<file path="src/rtl/i2s_pkg.sv">
// Shared constants and FSM state type for the I2S receiver.
// Word width and channel encoding live here so top and bench agree.
package i2s_pkg;
  localparam int I2S_DATA_WIDTH = 16;
  localparam logic CH_LEFT  = 1'b0;
  localparam logic CH_RIGHT = 1'b1;

  typedef enum logic [1:0] {
    UNLOCKED,
    DELAY,
    SHIFT,
    HOLD
  } state_t;
endpackage

</file>
<file path="src/rtl/i2s_sync_edge.sv">
// Multi-stage synchronizer for the async I2S lines.
// The strobe source also yields a one-cycle rising-edge pulse.
module i2s_sync_edge
  import i2s_pkg::*;
#(
  parameter int WIDTH  = 1,
  parameter int STAGES = 2
) (
  input  logic             clk,
  input  logic             reset,
  input  logic             src,
  input  logic [WIDTH-1:0] d,
  output logic             rise,
  output logic [WIDTH-1:0] q
);

  logic [STAGES-1:0]            src_pipe;
  logic                         src_prev;
  logic [STAGES-1:0][WIDTH-1:0] d_pipe;

  always_ff @(posedge clk) begin
    if (reset) begin
      src_pipe <= '0;
      src_prev <= 1'b0;
      d_pipe   <= '0;
    end else begin
      src_pipe <= {src_pipe[STAGES-2:0], src};
      src_prev <= src_pipe[STAGES-1];
      d_pipe   <= {d_pipe[STAGES-2:0], d};
    end
  end

  assign rise = src_pipe[STAGES-1] & ~src_prev;
  assign q    = d_pipe[STAGES-1];

endmodule

</file>
<file path="src/rtl/i2s_rx.sv">
// I2S slave receiver: 16-bit stereo deserializer with pair strobe.
// Define I2S_RX_LJ_EN for left-justified framing (no one-bit delay).
module i2s_rx
  import i2s_pkg::*;
#(
  parameter int DATA_WIDTH  = I2S_DATA_WIDTH,
  parameter int SYNC_STAGES = 2
) (
  input  logic                  clk,
  input  logic                  reset,
  input  logic                  bck_i,
  input  logic                  lrck_i,
  input  logic                  sd_i,
  output logic [DATA_WIDTH-1:0] left_o,
  output logic [DATA_WIDTH-1:0] right_o,
  output logic                  valid_o,
  output logic                  frame_err_o,
  output logic                  locked_o
);

  localparam int CW = $clog2(DATA_WIDTH + 1);
  localparam logic [CW-1:0] LAST = CW'(DATA_WIDTH - 1);
`ifdef I2S_RX_LJ_EN
  localparam bit            LJ    = 1'b1;
  localparam logic [CW-1:0] START = CW'(1);
  localparam state_t        ENTRY = SHIFT;
`else
  localparam bit            LJ    = 1'b0;
  localparam logic [CW-1:0] START = '0;
  localparam state_t        ENTRY = DELAY;
`endif

  logic [1:0] lines;
  logic bck_rise, lrck, sd;

  i2s_sync_edge #(
    .WIDTH (2),
    .STAGES(SYNC_STAGES)
  ) u_sync (
    .clk  (clk),
    .reset(reset),
    .src  (bck_i),
    .d    ({lrck_i, sd_i}),
    .rise (bck_rise),
    .q    (lines)
  );

  assign lrck = lines[1];
  assign sd   = lines[0];

  state_t state, state_n;
  logic [CW-1:0] cnt, cnt_n;
  logic [DATA_WIDTH-1:0] shreg, left_hold, word;
  logic lr_prev, primed, channel, left_ok;
  logic lr_edge, shift_en, restart, done, short_word;

  assign lr_edge = bck_rise && primed && (lrck != lr_prev);
  assign word    = {shreg[DATA_WIDTH-2:0], sd};

  always_ff @(posedge clk) begin
    if (reset) state <= UNLOCKED;
    else       state <= state_n;
  end

  always_comb begin
    state_n    = state;
    cnt_n      = cnt;
    shift_en   = 1'b0;
    restart    = 1'b0;
    done       = 1'b0;
    short_word = 1'b0;
    if (bck_rise) begin
      unique case (state)
        UNLOCKED, HOLD: begin
          if (lr_edge) begin
            restart  = 1'b1;
            state_n  = ENTRY;
            cnt_n    = START;
            shift_en = LJ;
          end
        end
        DELAY: begin
          if (lr_edge) begin
            restart = 1'b1;
            cnt_n   = '0;
          end else begin
            state_n  = SHIFT;
            shift_en = 1'b1;
            cnt_n    = CW'(1);
          end
        end
        SHIFT: begin
          if (!lr_edge) begin
            shift_en = 1'b1;
            cnt_n    = cnt + CW'(1);
            if (cnt == LAST) begin
              done    = 1'b1;
              state_n = HOLD;
            end
          end else begin
            restart  = 1'b1;
            state_n  = ENTRY;
            cnt_n    = START;
            shift_en = LJ;
            // I2S puts the LSB on the first bck of the next slot
            if (!LJ && cnt == LAST) begin
              shift_en = 1'b1;
              done     = 1'b1;
            end else begin
              short_word = 1'b1;
            end
          end
        end
        default: state_n = UNLOCKED;
      endcase
    end
  end

  always_ff @(posedge clk) begin
    if (reset) begin
      cnt         <= '0;
      shreg       <= '0;
      left_hold   <= '0;
      lr_prev     <= 1'b0;
      primed      <= 1'b0;
      channel     <= CH_LEFT;
      left_ok     <= 1'b0;
      left_o      <= '0;
      right_o     <= '0;
      valid_o     <= 1'b0;
      frame_err_o <= 1'b0;
      locked_o    <= 1'b0;
    end else begin
      valid_o     <= 1'b0;
      frame_err_o <= 1'b0;
      cnt         <= cnt_n;
      if (bck_rise) begin
        primed  <= 1'b1;
        lr_prev <= lrck;
      end
      if (shift_en) shreg <= word;
      if (restart) begin
        channel <= lrck;
        if (lrck == CH_LEFT) left_ok <= 1'b0;
      end
      if (short_word) begin
        frame_err_o <= 1'b1;
        if (channel == CH_LEFT) left_ok <= 1'b0;
      end
      if (done) begin
        if (channel == CH_LEFT) begin
          left_hold <= word;
          left_ok   <= 1'b1;
        end else if (channel == CH_RIGHT && left_ok) begin
          left_o   <= left_hold;
          right_o  <= word;
          valid_o  <= 1'b1;
          locked_o <= 1'b1;
          left_ok  <= 1'b0;
        end
      end
    end
  end

endmodule

</file>
<file path="config.mk">
export PLATFORM = sky130hd
export DESIGN_NAME = i2s_rx
export DESIGN_NICKNAME = d
export VERILOG_FILES = /design/src/rtl/i2s_pkg.sv /design/src/rtl/i2s_sync_edge.sv /design/src/rtl/i2s_rx.sv
export SDC_FILE = /design/constraint.sdc
export NUM_CORES = 1
export LEC_CHECK = 0
export CORE_MARGIN = 2
export CORE_UTILIZATION = 40
export DETAILED_ROUTE_END_ITERATION = 7
export PLACE_DENSITY_LB_ADDON = 0.15
export SLEW_MARGIN = 20
export SYNTH_ARGS = -nofsm -noshare
export SYNTH_HDL_FRONTEND = slang
export SYNTH_SLANG_ARGS = --single-unit
</file>
<file path="constraint.sdc">
create_clock -name clk -period 2.1 [get_ports clk]
set_input_delay 0.21 -clock clk [delete_from_list [all_inputs] [get_ports clk]]
set_output_delay 0.21 -clock clk [all_outputs]
set_load 0.02 [all_outputs]
</file>
==> flow_summary.yaml, run 1 <==
routing:
  drc: 0
  first_iter_violations: 108
  first_pass_iters: 4
  detail_route.wirelength_mm: 6.18
  detail_route.vias_per_cell: 4.80
  antenna_left: 0
  route.vias.total: 2424
  route.detailed.wl_per_inst_um: 12.2
global_route:
  antenna_violations_before_repair: 0
  global_route_usage_sum: 0.158
  grt_remaining_overflow: 0
  first_global_vias: 2328
  first_pass_grt_wire_length_mm: 10.7
  grt_max_degree: 45
layout:
  multiInputGateArea_um2: 1340
  flow.area_growth_from_synthesis_pct: 23.3
  ff_latch_area_um2: 1680
  finish.net_count: 408
  drive_above_1_share: 0.0868
  nFillCells: 754
  final_area_um2: 3870
  post_layout_nonfiller_instances: 505
  antenna_cells: 0
critical_path:
  setup.reg_to_reg.worst_slack_ps: 190
  crit_top_cell: "sky130_fd_sc_hd__ha_1"
  worst_setup_path_end_kind: "flip-flop"
  path_cells: "ha_1 -> and3_1 -> ha_1 -> nand4b_1 -> or2_1 -> buf_4 -> nand2_1 -> a21oi_1"
  timing.critical_path.from_type: "flip-flop"
  arrival_ps: 2160
  crit_path_slowest_cell: "sky130_fd_sc_hd__dfxtp_1"
  timing_worst_setup_path_type: "reg2reg"
  rr_endpoint: "right_o[4]$_SDFFE_PP0P_"
  rr_worst_depth: 8
  max_stage_delay_ps: 370
  path_max_fanout: 21
  cp.required_ps: 2350
  worst_setup_path_startpoint: "cnt[1]$_SDFFE_PP0P_"
  critical_path.reg2reg.startpoint: "cnt[1]$_SDFFE_PP0P_"
floorplan:
  initial_core_util: 0.410
  fp-row-count: 32
  die_width_um: 92.6
  core_area_um2: 7650
  dieArea_um2: 8570
  die_y_um: 92.6
  i_o_pin_cnt: 40
synthesis:
  synthTopCellsByArea: "sky130_fd_sc_hd__dfxtp_1, sky130_fd_sc_hd__nand2_1, sky130_fd_sc_hd__a21oi_1, sky130_fd_sc_hd__mux2i_1, sky130_fd_sc_hd__nand2b_1"
  yosysTopAreaCellShare: 0.536
  synth-seq-cells: 84
  synth-adder-area-share: 0.0199
  yosys-mux-area-fraction: 0.0546
  yosysWarnings: 0
  synth.top_cells.by_count: "sky130_fd_sc_hd__nand2_1, sky130_fd_sc_hd__dfxtp_1, sky130_fd_sc_hd__a21oi_1"
  synth.lib_cells_used.distinct: 32
  synth_edf_count: 0
  yosysSeqAreaShare: 0.536
  synthSimpleGateAreaFrac: 0.247
  ys_dominant_reg_cell: "sky130_fd_sc_hd__dfxtp_1"
  syn_nets: 368
  synth_compound_gate_area_share: 0.101
  post_synth_design_cell_area_um2: 3140
  ys_async_sr_fraction: 0
  main_combinational_cell_family_by_area_after_synthesis: "simple AND/OR/NAND/NOR gates"
  synthesis.instances: 358
  post-synth-top-count-cell: "sky130_fd_sc_hd__nand2_1"
  yosys.area.top_type: "sky130_fd_sc_hd__dfxtp_1"
  synth_area_per_cell_um2: 8.77
  xor_and_xnor_area_share_after_synthesis: 0.00279
power_and_ir_drop:
  cellLeakagePower_nw: 1.25
  max-vdd-ir-drop_mv: 0.337
  power_density_nw_per_um2: 730
  power.total_mw: 2.83
place:
  standard_cell_area_after_detailed_placement_um2: 3670
  place.detailed.instances: 489
  io_buffer_count: 39
  gp_congestion: 0.805
  dpl.hpwl_mm: 4.24
timing:
  fin_crit_ps: 1910
  max_freq_mhz: 524
  setup_repair_after_global_routing_missed_its_margin: "no"
  setup-tns-final_ps: 0
  hold_violations: 0
  tightest_slew_ps: 398
  timing.slew.headroom: 0.735
  slew_violations: 0
  setup_viol_count_final: 0
  period_utilization: 0.909
  clock-skew-final_ps: 12.4
worst_hold_path:
  hold_path_class: "in2reg"
  hold_path_startpoint: "reset"
  min_to: "valid_o$_SDFF_PP0_"
  holdPathStages: 2
clock_tree:
  htree_num_levels: 3
  clock_sinks: 84
  cts_tree: "done"
  worst_skew_pair.late_latency_ps: 360
  cts.clk_slew.worst_paths_ps: 80
  cts_made_buffers: 9
  root_buffer: "sky130_fd_sc_hd__clkbuf_8"
  post-cts-setup-buffer-count: 0
  cts_buffer_depth: 2
outcome:
  outcome: "finished, final reports clean"
job:
  max-cap-violations: 0
==> how the worst max path moves through the flow <==
| stage | cells past startpoint | slack (ps) | endpoint |
|---|---|---|---|
| final | 8 | 190 | right_o[4]$_SDFFE_PP0P_ |
| after global routing | 8 | 20 | right_o[8]$_SDFFE_PP0P_ |
| after CTS | 8 | 150 | right_o[4]$_SDFFE_PP0P_ |
| after detailed placement | 8 | 160 | right_o[4]$_SDFFE_PP0P_ |
| after global placement | 8 | 230 | right_o[4]$_SDFFE_PP0P_ |
| after floorplan | 7 | 240 | shreg[10]$_SDFFE_PP0P_ |
==> routing by layer <==
layer | part of all wire | routed length [um] | track usage | vias up
met3 | 0.038 | 238 | 0.0325 | 11
met5 | 0 | 0 | 0 | -
met4 | 0.022 | 137 | 0.0920 | 0
li1 | - | - | - | 1253
met2 | 0.47 | 2920 | 0.249 | 38
met1 | 0.47 | 2890 | 0.202 | 1122
==> logic make-up (layout without fill, tap and decap cells) <==
| kind of cell | after synthesis | after routing |
|---|---|---|
| and+or+nand+nor | 167 | 167 |
| muxes | 17 | 17 |
| buffers and inverters | 25 | 70 |
| xor gates and xnor gates | 1 | 1 |
| AOI/OAI and AO/OA | 59 | 59 |
| adders and majority gates | 5 | 5 |
| DFF | 84 | 84 |
==> cell type report <==
class / instances / area share
Sequential cell: 84 / 0.435
Multi-Input combinational cell: 249 / 0.346
Timing Repair Buffer: 50 / 0.131
Clock buffer: 11 / 0.0365
Tap cell: 102 / 0.0330
Clock inverter: 5 / 0.0155
Inverter: 4 / 0.00388
==> repair_timing <==
item / CTS / global route
resized for setup: 0 / 1
hold buffers: 0 / 0
setup endpoints to repair: 0 / 20
==> critical path: cells and delay by family, from the launching register on <==
kind	cells	cell delay, ps
compound gates	1	60
flops	1	370
buf+inv	1	210
fa+ha+maj	2	380
simple gates	4	780
==> report_power, final <==
| group | internal [mW] | switching [mW] | total (mW) |
|---|---|---|---|
| Clock | 0.587 | 0.584 | 1.17 |
| Combinational | 0.0225 | 0.0300 | 0.0524 |
| Sequential | 1.60 | 0.00494 | 1.60 |
| Total | 2.21 | 0.619 | 2.83 |
==> registers in the layout, summed over array words and instances, names as in the netlist <==
name,cells
right_o,16
u_sync.d_pipe,2
lr_prev,1
u_sync.q,2
left_hold,16
shreg,15
u_sync.src_pipe,2
u_sync.src_prev,1
locked_o,1
primed,1
left_o,16
left_ok,1
state,2
channel,1
valid_o,1
cnt,5
frame_err_o,1
==> metrics by stage <==
step | worst slack, ps | hold WS [ps] | utilization
after floorplan | 239 | 338 | -
after global placement | 232 | 418 | 0.480
after detailed placement | 161 | 424 | 0.480
after CTS | 149 | 250 | 0.506
after global routing | 18.0 | 283 | 0.506
final | 190 | 259 | 0.506
==> layout by cell type, fill, tap and decap left out, types with 3 or more instances in the layout <==
cell / netlist / routed
sky130_fd_sc_hd__nand2_1: 101 / 101
sky130_fd_sc_hd__or2_1: 3 / 3
sky130_fd_sc_hd__buf_12: 1 / 3
sky130_fd_sc_hd__ha_1: 5 / 5
sky130_fd_sc_hd__a21oi_1: 54 / 54
sky130_fd_sc_hd__nor3_1: 7 / 7
sky130_fd_sc_hd__mux2i_1: 16 / 16
sky130_fd_sc_hd__inv_1: 4 / 4
sky130_fd_sc_hd__dfxtp_1: 84 / 83
sky130_fd_sc_hd__clkbuf_8: 0 / 10
sky130_fd_sc_hd__nor2_1: 13 / 12
sky130_fd_sc_hd__clkdlybuf4s50_1: 0 / 38
sky130_fd_sc_hd__buf_4: 0 / 8
sky130_fd_sc_hd__nand2b_1: 19 / 19
sky130_fd_sc_hd__nor2b_1: 8 / 8
Power figures use the tool's default switching activity.
==> run 2, diff against run 1 <==
--- a/config.mk
+++ b/config.mk
@@ -5,6 +5,7 @@
 export SDC_FILE = /design/constraint.sdc
 export NUM_CORES = 1
 export LEC_CHECK = 0
+export ABC_AREA = 1
 export CORE_MARGIN = 2
 export CORE_UTILIZATION = 40
 export DETAILED_ROUTE_END_ITERATION = 7
==> flow_summary.yaml, run 2 <==
layout:
  drive_above_1_share: 0.122
  multiInputGateArea_um2: 1350
  layout.cells.most_common_list: "sky130_fd_sc_hd__dfxtp_1, sky130_fd_sc_hd__inv_1, sky130_fd_sc_hd__a21oi_1"
  finish.net_count: 473
  ff_latch_area_um2: 1680
  nFillCells: 841
  antenna_cells: 0
  flow.area_growth_from_synthesis_pct: 19.2
  layout_commonest_cell: "sky130_fd_sc_hd__dfxtp_1"
  final_area_um2: 4120
  reg.largest.list: "left_hold x16, left_o x16, right_o x16"
routing:
  antenna_left: 0
  detail_route.wirelength_mm: 6.63
  first_pass_iters: 4
  route.detailed.wl_per_inst_um: 11.6
  drc: 0
  route.vias.total: 2663
  first_iter_violations: 104
  detail_route.vias_per_cell: 4.65
synthesis:
  synth_edf_count: 0
  synth_area_per_cell_um2: 8.04
  synth_compound_gate_area_share: 0.139
  post_synth_design_cell_area_um2: 3460
  synthSimpleGateAreaFrac: 0.228
  yosys.area.top_type: "sky130_fd_sc_hd__dfxtp_1"
  yosysSeqAreaShare: 0.486
  ys_dominant_reg_cell: "sky130_fd_sc_hd__dfxtp_1"
  yosysTopAreaCellShare: 0.486
  syn_nets: 440
  synthesis.instances: 430
  synth.top_cells.by_count: "sky130_fd_sc_hd__dfxtp_1, sky130_fd_sc_hd__inv_1, sky130_fd_sc_hd__a21oi_1"
  xor_and_xnor_area_share_after_synthesis: 0.00507
  synth.lib_cells_used.distinct: 28
  ys_async_sr_fraction: 0
  yosysWarnings: 0
  main_combinational_cell_family_by_area_after_synthesis: "simple AND/OR/NAND/NOR gates"
  synthTopCellsByArea: "sky130_fd_sc_hd__dfxtp_1, sky130_fd_sc_hd__a21oi_1, sky130_fd_sc_hd__inv_1, sky130_fd_sc_hd__nand2_1, sky130_fd_sc_hd__nor2_1"
  synth-seq-cells: 84
  post-synth-top-count-cell: "sky130_fd_sc_hd__dfxtp_1"
  yosys-mux-area-fraction: 0
  synth-adder-area-share: 0.0181
clock_tree:
  cts_buffer_depth: 2
  htree_num_levels: 3
  cts.clk_slew.worst_paths_ps: 80
  post-cts-setup-buffer-count: 0
  cts.hold.buffers_added: 0
  clock_sinks: 84
  cts_made_buffers: 9
  post_cts_resized: 0
  root_buffer: "sky130_fd_sc_hd__clkbuf_8"
  worst_skew_pair.late_latency_ps: 360
  cts_tree: "done"
timing:
  timing.slew.headroom: 0.684
  tightest_slew_ps: 474
  fin_hold_ws_ps: 363
  period_utilization: 0.870
  fin_crit_ps: 1830
  slew_violations: 0
  setup_repair_after_global_routing_missed_its_margin: "no"
  final.setup.worst_slack_ps: 273
  setup_viol_count_final: 0
  clock-skew-final_ps: 11.2
  hold_violations: 0
  setup-tns-final_ps: 0
  max_freq_mhz: 547
power_and_ir_drop:
  power.total_mw: 3.08
  power_density_nw_per_um2: 747
  cellLeakagePower_nw: 1.48
  max-vdd-ir-drop_mv: 0.354
critical_path:
  path_max_fanout: 17
  max_stage_delay_ps: 350
  timing.critical_path.from_type: "flip-flop"
  crit_path_slowest_cell: "sky130_fd_sc_hd__dfxtp_1"
  path_cells: "ha_1 -> and3_1 -> ha_1 -> nand2_2 -> nor2_8 -> buf_4 -> nand2_2 -> nand2_1 -> a21oi_1"
  worst_setup_path_end_kind: "flip-flop"
  arrival_ps: 2060
  cp.required_ps: 2330
  timing_worst_setup_path_type: "reg2reg"
global_route:
  grt_max_degree: 53
  first_pass_grt_wire_length_mm: 11.5
  global_route_usage_sum: 0.148
  grt_remaining_overflow: 0
  first_global_vias: 2475
  antenna_violations_before_repair: 0
floorplan:
  initial_core_util: 0.417
  die_y_um: 97.0
  die_width_um: 97.0
  fp-row-count: 33
  dieArea_um2: 9410
  i_o_pin_cnt: 40
  core_area_um2: 8300
place:
  gp_congestion: 0.836
  place_worst_setup_slack_ps: 283
  io_buffer_count: 39
  standard_cell_area_after_detailed_placement_um2: 3880
  dpl.hpwl_mm: 4.55
outcome:
  outcome: "finished, final reports clean"
worst_hold_path:
  hold_path_class: "in2reg"
job:
  max-cap-violations: 0
-- run 2: cell count changes after synthesis, moves of 6 or more --
cell	before	now
sky130_fd_sc_hd__inv_1	4	71
sky130_fd_sc_hd__o21ai_0	1	26
sky130_fd_sc_hd__buf_6	0	6
sky130_fd_sc_hd__buf_2	9	2
sky130_fd_sc_hd__nor2_2	1	10
sky130_fd_sc_hd__nand2b_1	19	0
sky130_fd_sc_hd__o21ai_1	0	10
sky130_fd_sc_hd__nand3_2	0	12
sky130_fd_sc_hd__nor2b_1	8	0
sky130_fd_sc_hd__nand3_1	2	25
sky130_fd_sc_hd__nand2_1	101	52
sky130_fd_sc_hd__nor2_1	13	38
sky130_fd_sc_hd__mux2i_1	16	0
-- run 2: cell type report --
type | count | area share
clock buffer | 9 | 0.0300
clock inverter | 7 | 0.0297
inverter | 73 | 0.0671
multi-input combinational | 251 | 0.327
sequential | 84 | 0.408
tap | 105 | 0.0319
timing repair buffer | 44 | 0.107
-- run 2: routing by layer --
metal | track usage | wire length [um] | vias up
met1 | 0.193 | 3220 | 1200
li1 | - | - | 1417
met3 | 0.0397 | 240 | 8
met2 | 0.238 | 3080 | 38
met4 | 0.0520 | 85 | 0
met5 | 0 | 0 | -
-- run 2: cells by family after synthesis --
group                      count (synthesis)
AOI/OAI and AO/OA                         93
xor gates and xnor gates                   2
adders and majority gates                  5
buffers and inverters                     95
DFF                                       84
and+or+nand+nor                          151
-- run 2: path summary, 6_finish.rpt --
kind         depth (start not counted)                        start  slack (ps)                          end
min reg2reg                          2  u_sync.d_pipe[1]$_SDFF_PP0_         400       u_sync.q[1]$_SDFF_PP0_
max                                  9          cnt[1]$_SDFFE_PP0P_         270    left_hold[1]$_SDFFE_PP0P_
min                                  3                         sd_i         360  u_sync.d_pipe[0]$_SDFF_PP0_
max reg2reg                          9          cnt[1]$_SDFFE_PP0P_         270    left_hold[1]$_SDFFE_PP0P_
-- run 2: power by group --
part           switching [mW]  internal [mW]  total (mW)
registers             0.00375           1.60        1.60
clock network           0.600          0.795        1.40
logic                  0.0549         0.0257      0.0805
-- run 2: critical path, delay by kind of cell (launching register included) --
family / cells / cell delay, ps
buffers and inverters: 1 / 200
adder cells (fa/ha/maj): 2 / 330
AND/OR/NAND/NOR: 5 / 740
AO/OA/AOI/OAI: 1 / 60
flip-flops: 1 / 350
-- run 2: per-stage QoR --
stage | util | instances
after detailed placement | 0.467 | 557
after CTS | 0.497 | 573
after global routing | 0.497 | 573
final | 0.497 | 573
after floorplan | - | 430
after global placement | 0.467 | 557
==> run 3, diff against run 2 <==
==> constraint.sdc (replaced) <==
create_clock -name clk -period 2.1 [get_ports clk]
set_input_delay 0.21 -clock clk [delete_from_list [all_inputs] [get_ports clk]]
set_output_delay 0.21 -clock clk [all_outputs]
set_load 0.1 [all_outputs]
==> flow_summary.yaml, run 3 (synthesis results as in run 2) <==
outcome:
  outcome: "finished, final reports clean"
critical_path:
  worst_setup_path_end_kind: "flip-flop"
  cp.buffers_inverters: 1
  cp.required_ps: 2380
  path_max_fanout: 17
  timing_worst_setup_path_type: "reg2reg"
  rr_worst_depth: 9
  critical_path.reg2reg.startpoint: "cnt[0]$_SDFFE_PP0P_"
  timing.critical_path.from_type: "flip-flop"
  critPathTopFamily: "simple AND/OR/NAND/NOR gates"
  max_stage_delay_ps: 320
  arrival_ps: 2100
  rr_endpoint: "left_hold[10]$_SDFFE_PP0P_"
  crit_path_slowest_cell: "sky130_fd_sc_hd__dfxtp_1"
  path_cells: "ha_1 -> and3_1 -> ha_1 -> nand2_2 -> nor2_8 -> buf_4 -> nand2_2 -> nand2_1 -> a21oi_1"
  setup.reg_to_reg.worst_slack_ps: 280
layout:
  reg.largest.list: "left_hold x16, left_o x16, right_o x16"
  finish.net_count: 473
  nFillCells: 826
  drive_above_1_share: 0.197
  layout_commonest_cell: "sky130_fd_sc_hd__dfxtp_1"
  post-route-util: 0.482
  flow.area_growth_from_synthesis_pct: 15.7
  layout.cells.most_common_list: "sky130_fd_sc_hd__dfxtp_1, sky130_fd_sc_hd__inv_1, sky130_fd_sc_hd__a21oi_1"
  post_layout_nonfiller_instances: 573
  antenna_cells: 0
clock_tree:
  htree_num_levels: 3
  cts_buffer_depth: 2
  clock_sinks: 84
  cts.clk_slew.worst_paths_ps: 90
  cts_made_buffers: 9
  post-cts-setup-buffer-count: 0
  cts.hold.buffers_added: 0
  root_buffer: "sky130_fd_sc_hd__clkbuf_8"
  worst_skew_pair.late_latency_ps: 360
  cts_tree: "done"
  post_cts_resized: 0
timing:
  setup_repair_after_global_routing_missed_its_margin: "no"
  setup-tns-final_ps: 0
  timing.slew.headroom: 0.695
  tightest_slew_ps: 458
  clock-skew-final_ps: 11.2
  hold_violations: 0
  period_utilization: 0.866
  setup_viol_count_final: 0
  max_freq_mhz: 550
  fin_hold_ws_ps: 366
  slew_violations: 0
  fin_crit_ps: 1820
floorplan:
  die_width_um: 97.0
  core_area_um2: 8300
  i_o_pin_cnt: 40
  die_y_um: 97.0
  initial_core_util: 0.417
  dieArea_um2: 9410
  fp-row-count: 33
routing:
  route.vias.total: 2644
  first_pass_iters: 4
  antenna_left: 0
  drc: 0
  detail_route.vias_per_cell: 4.61
  detail_route.wirelength_mm: 6.61
  first_iter_violations: 152
  route.detailed.wl_per_inst_um: 11.5
global_route:
  grt_remaining_overflow: 0
  global_route_usage_sum: 0.147
  grt_max_degree: 53
  antenna_violations_before_repair: 0
  first_pass_grt_wire_length_mm: 11.3
  first_global_vias: 2363
worst_hold_path:
  hold_path_startpoint: "bck_i"
  min_to: "u_sync.src_pipe[0]$_SDFF_PP0_"
  hold_path_class: "in2reg"
  holdPathStages: 3
power_and_ir_drop:
  seqPwrFrac: 0.556
  internal-power_mw: 2.19
  power.total_mw: 2.88
  power.share.switching: 0.240
  clock_power_share: 0.417
  power_density_nw_per_um2: 721
  max-vdd-ir-drop_mv: 0.362
  p_sw_mw: 0.693
  cellLeakagePower_nw: 1.53
  p_comb_frac: 0.028
job:
  max-cap-violations: 0
place:
  gp_congestion: 0.825
  dpl.hpwl_mm: 4.50
  io_buffer_count: 39
  place.detailed.instances: 557
run 3: stage by stage:
stage | worst slack, ps | instance area, um^2
3_5_place_dp | 286 | 3790
6_report | 282 | 4000
5_1_grt | 93.1 | 4000
4_1_cts | 267 | 4000
3_3_place_gp | 349 | 3790
2_1_floorplan | 427 | 3460
run 3: worst max-delay path by stage:
| stage | start | endpoint | slack [ps] | cells after the start |
|---|---|---|---|---|
| floorplan | cnt[1]$_SDFFE_PP0P_ | right_o[15]$_SDFFE_PP0P_ | 430 | 10 |
| global placement | cnt[1]$_SDFFE_PP0P_ | left_hold[1]$_SDFFE_PP0P_ | 350 | 9 |
| detailed placement | cnt[0]$_SDFFE_PP0P_ | left_hold[10]$_SDFFE_PP0P_ | 290 | 9 |
| CTS | cnt[0]$_SDFFE_PP0P_ | left_hold[10]$_SDFFE_PP0P_ | 270 | 9 |
| global route | cnt[1]$_SDFFE_PP0P_ | left_hold[3]$_SDFFE_PP0P_ | 90 | 9 |
| finish | cnt[0]$_SDFFE_PP0P_ | left_hold[10]$_SDFFE_PP0P_ | 280 | 9 |
run 3: layer usage:
layer,part of all wire,global-route usage
met1,0.48,0.196
met5,0,0
met3,0.030,0.0347
met2,0.47,0.229
met4,0.016,0.0618
run 3: worst register-to-register path, delay by kind of cell, from the launching register on:
kind	cells	cell delay [ps]
DFF	1	320
and+or+nand+nor	5	710
buffers and inverters	1	180
adders and majority gates	2	400
AOI/OAI and AO/OA	1	140
run 3: area by class of cell:
cell class / instances / area (um^2) / area share
multi-input cells: 251 / 1350 / 0.337
repair buffers: 44 / 353 / 0.0882
inverters: 73 / 277 / 0.0691
clock buffers: 9 / 124 / 0.0310
well taps: 105 / 131 / 0.0328
flip-flops and latches: 84 / 1680 / 0.420
clock inverters: 7 / 87.6 / 0.0219
run 3: power by group through the flow:
stage	registers (mW)	logic, mW	clock network (mW)
6_report	1.60	0.0797	1.20
5_1_grt	1.60	0.0932	1.31
4_1_cts	1.60	0.0817	1.24
3_5_place_dp	1.64	0.0815	0
3_3_place_gp	1.64	0.0809	0
2_1_floorplan	1.64	0.0635	0
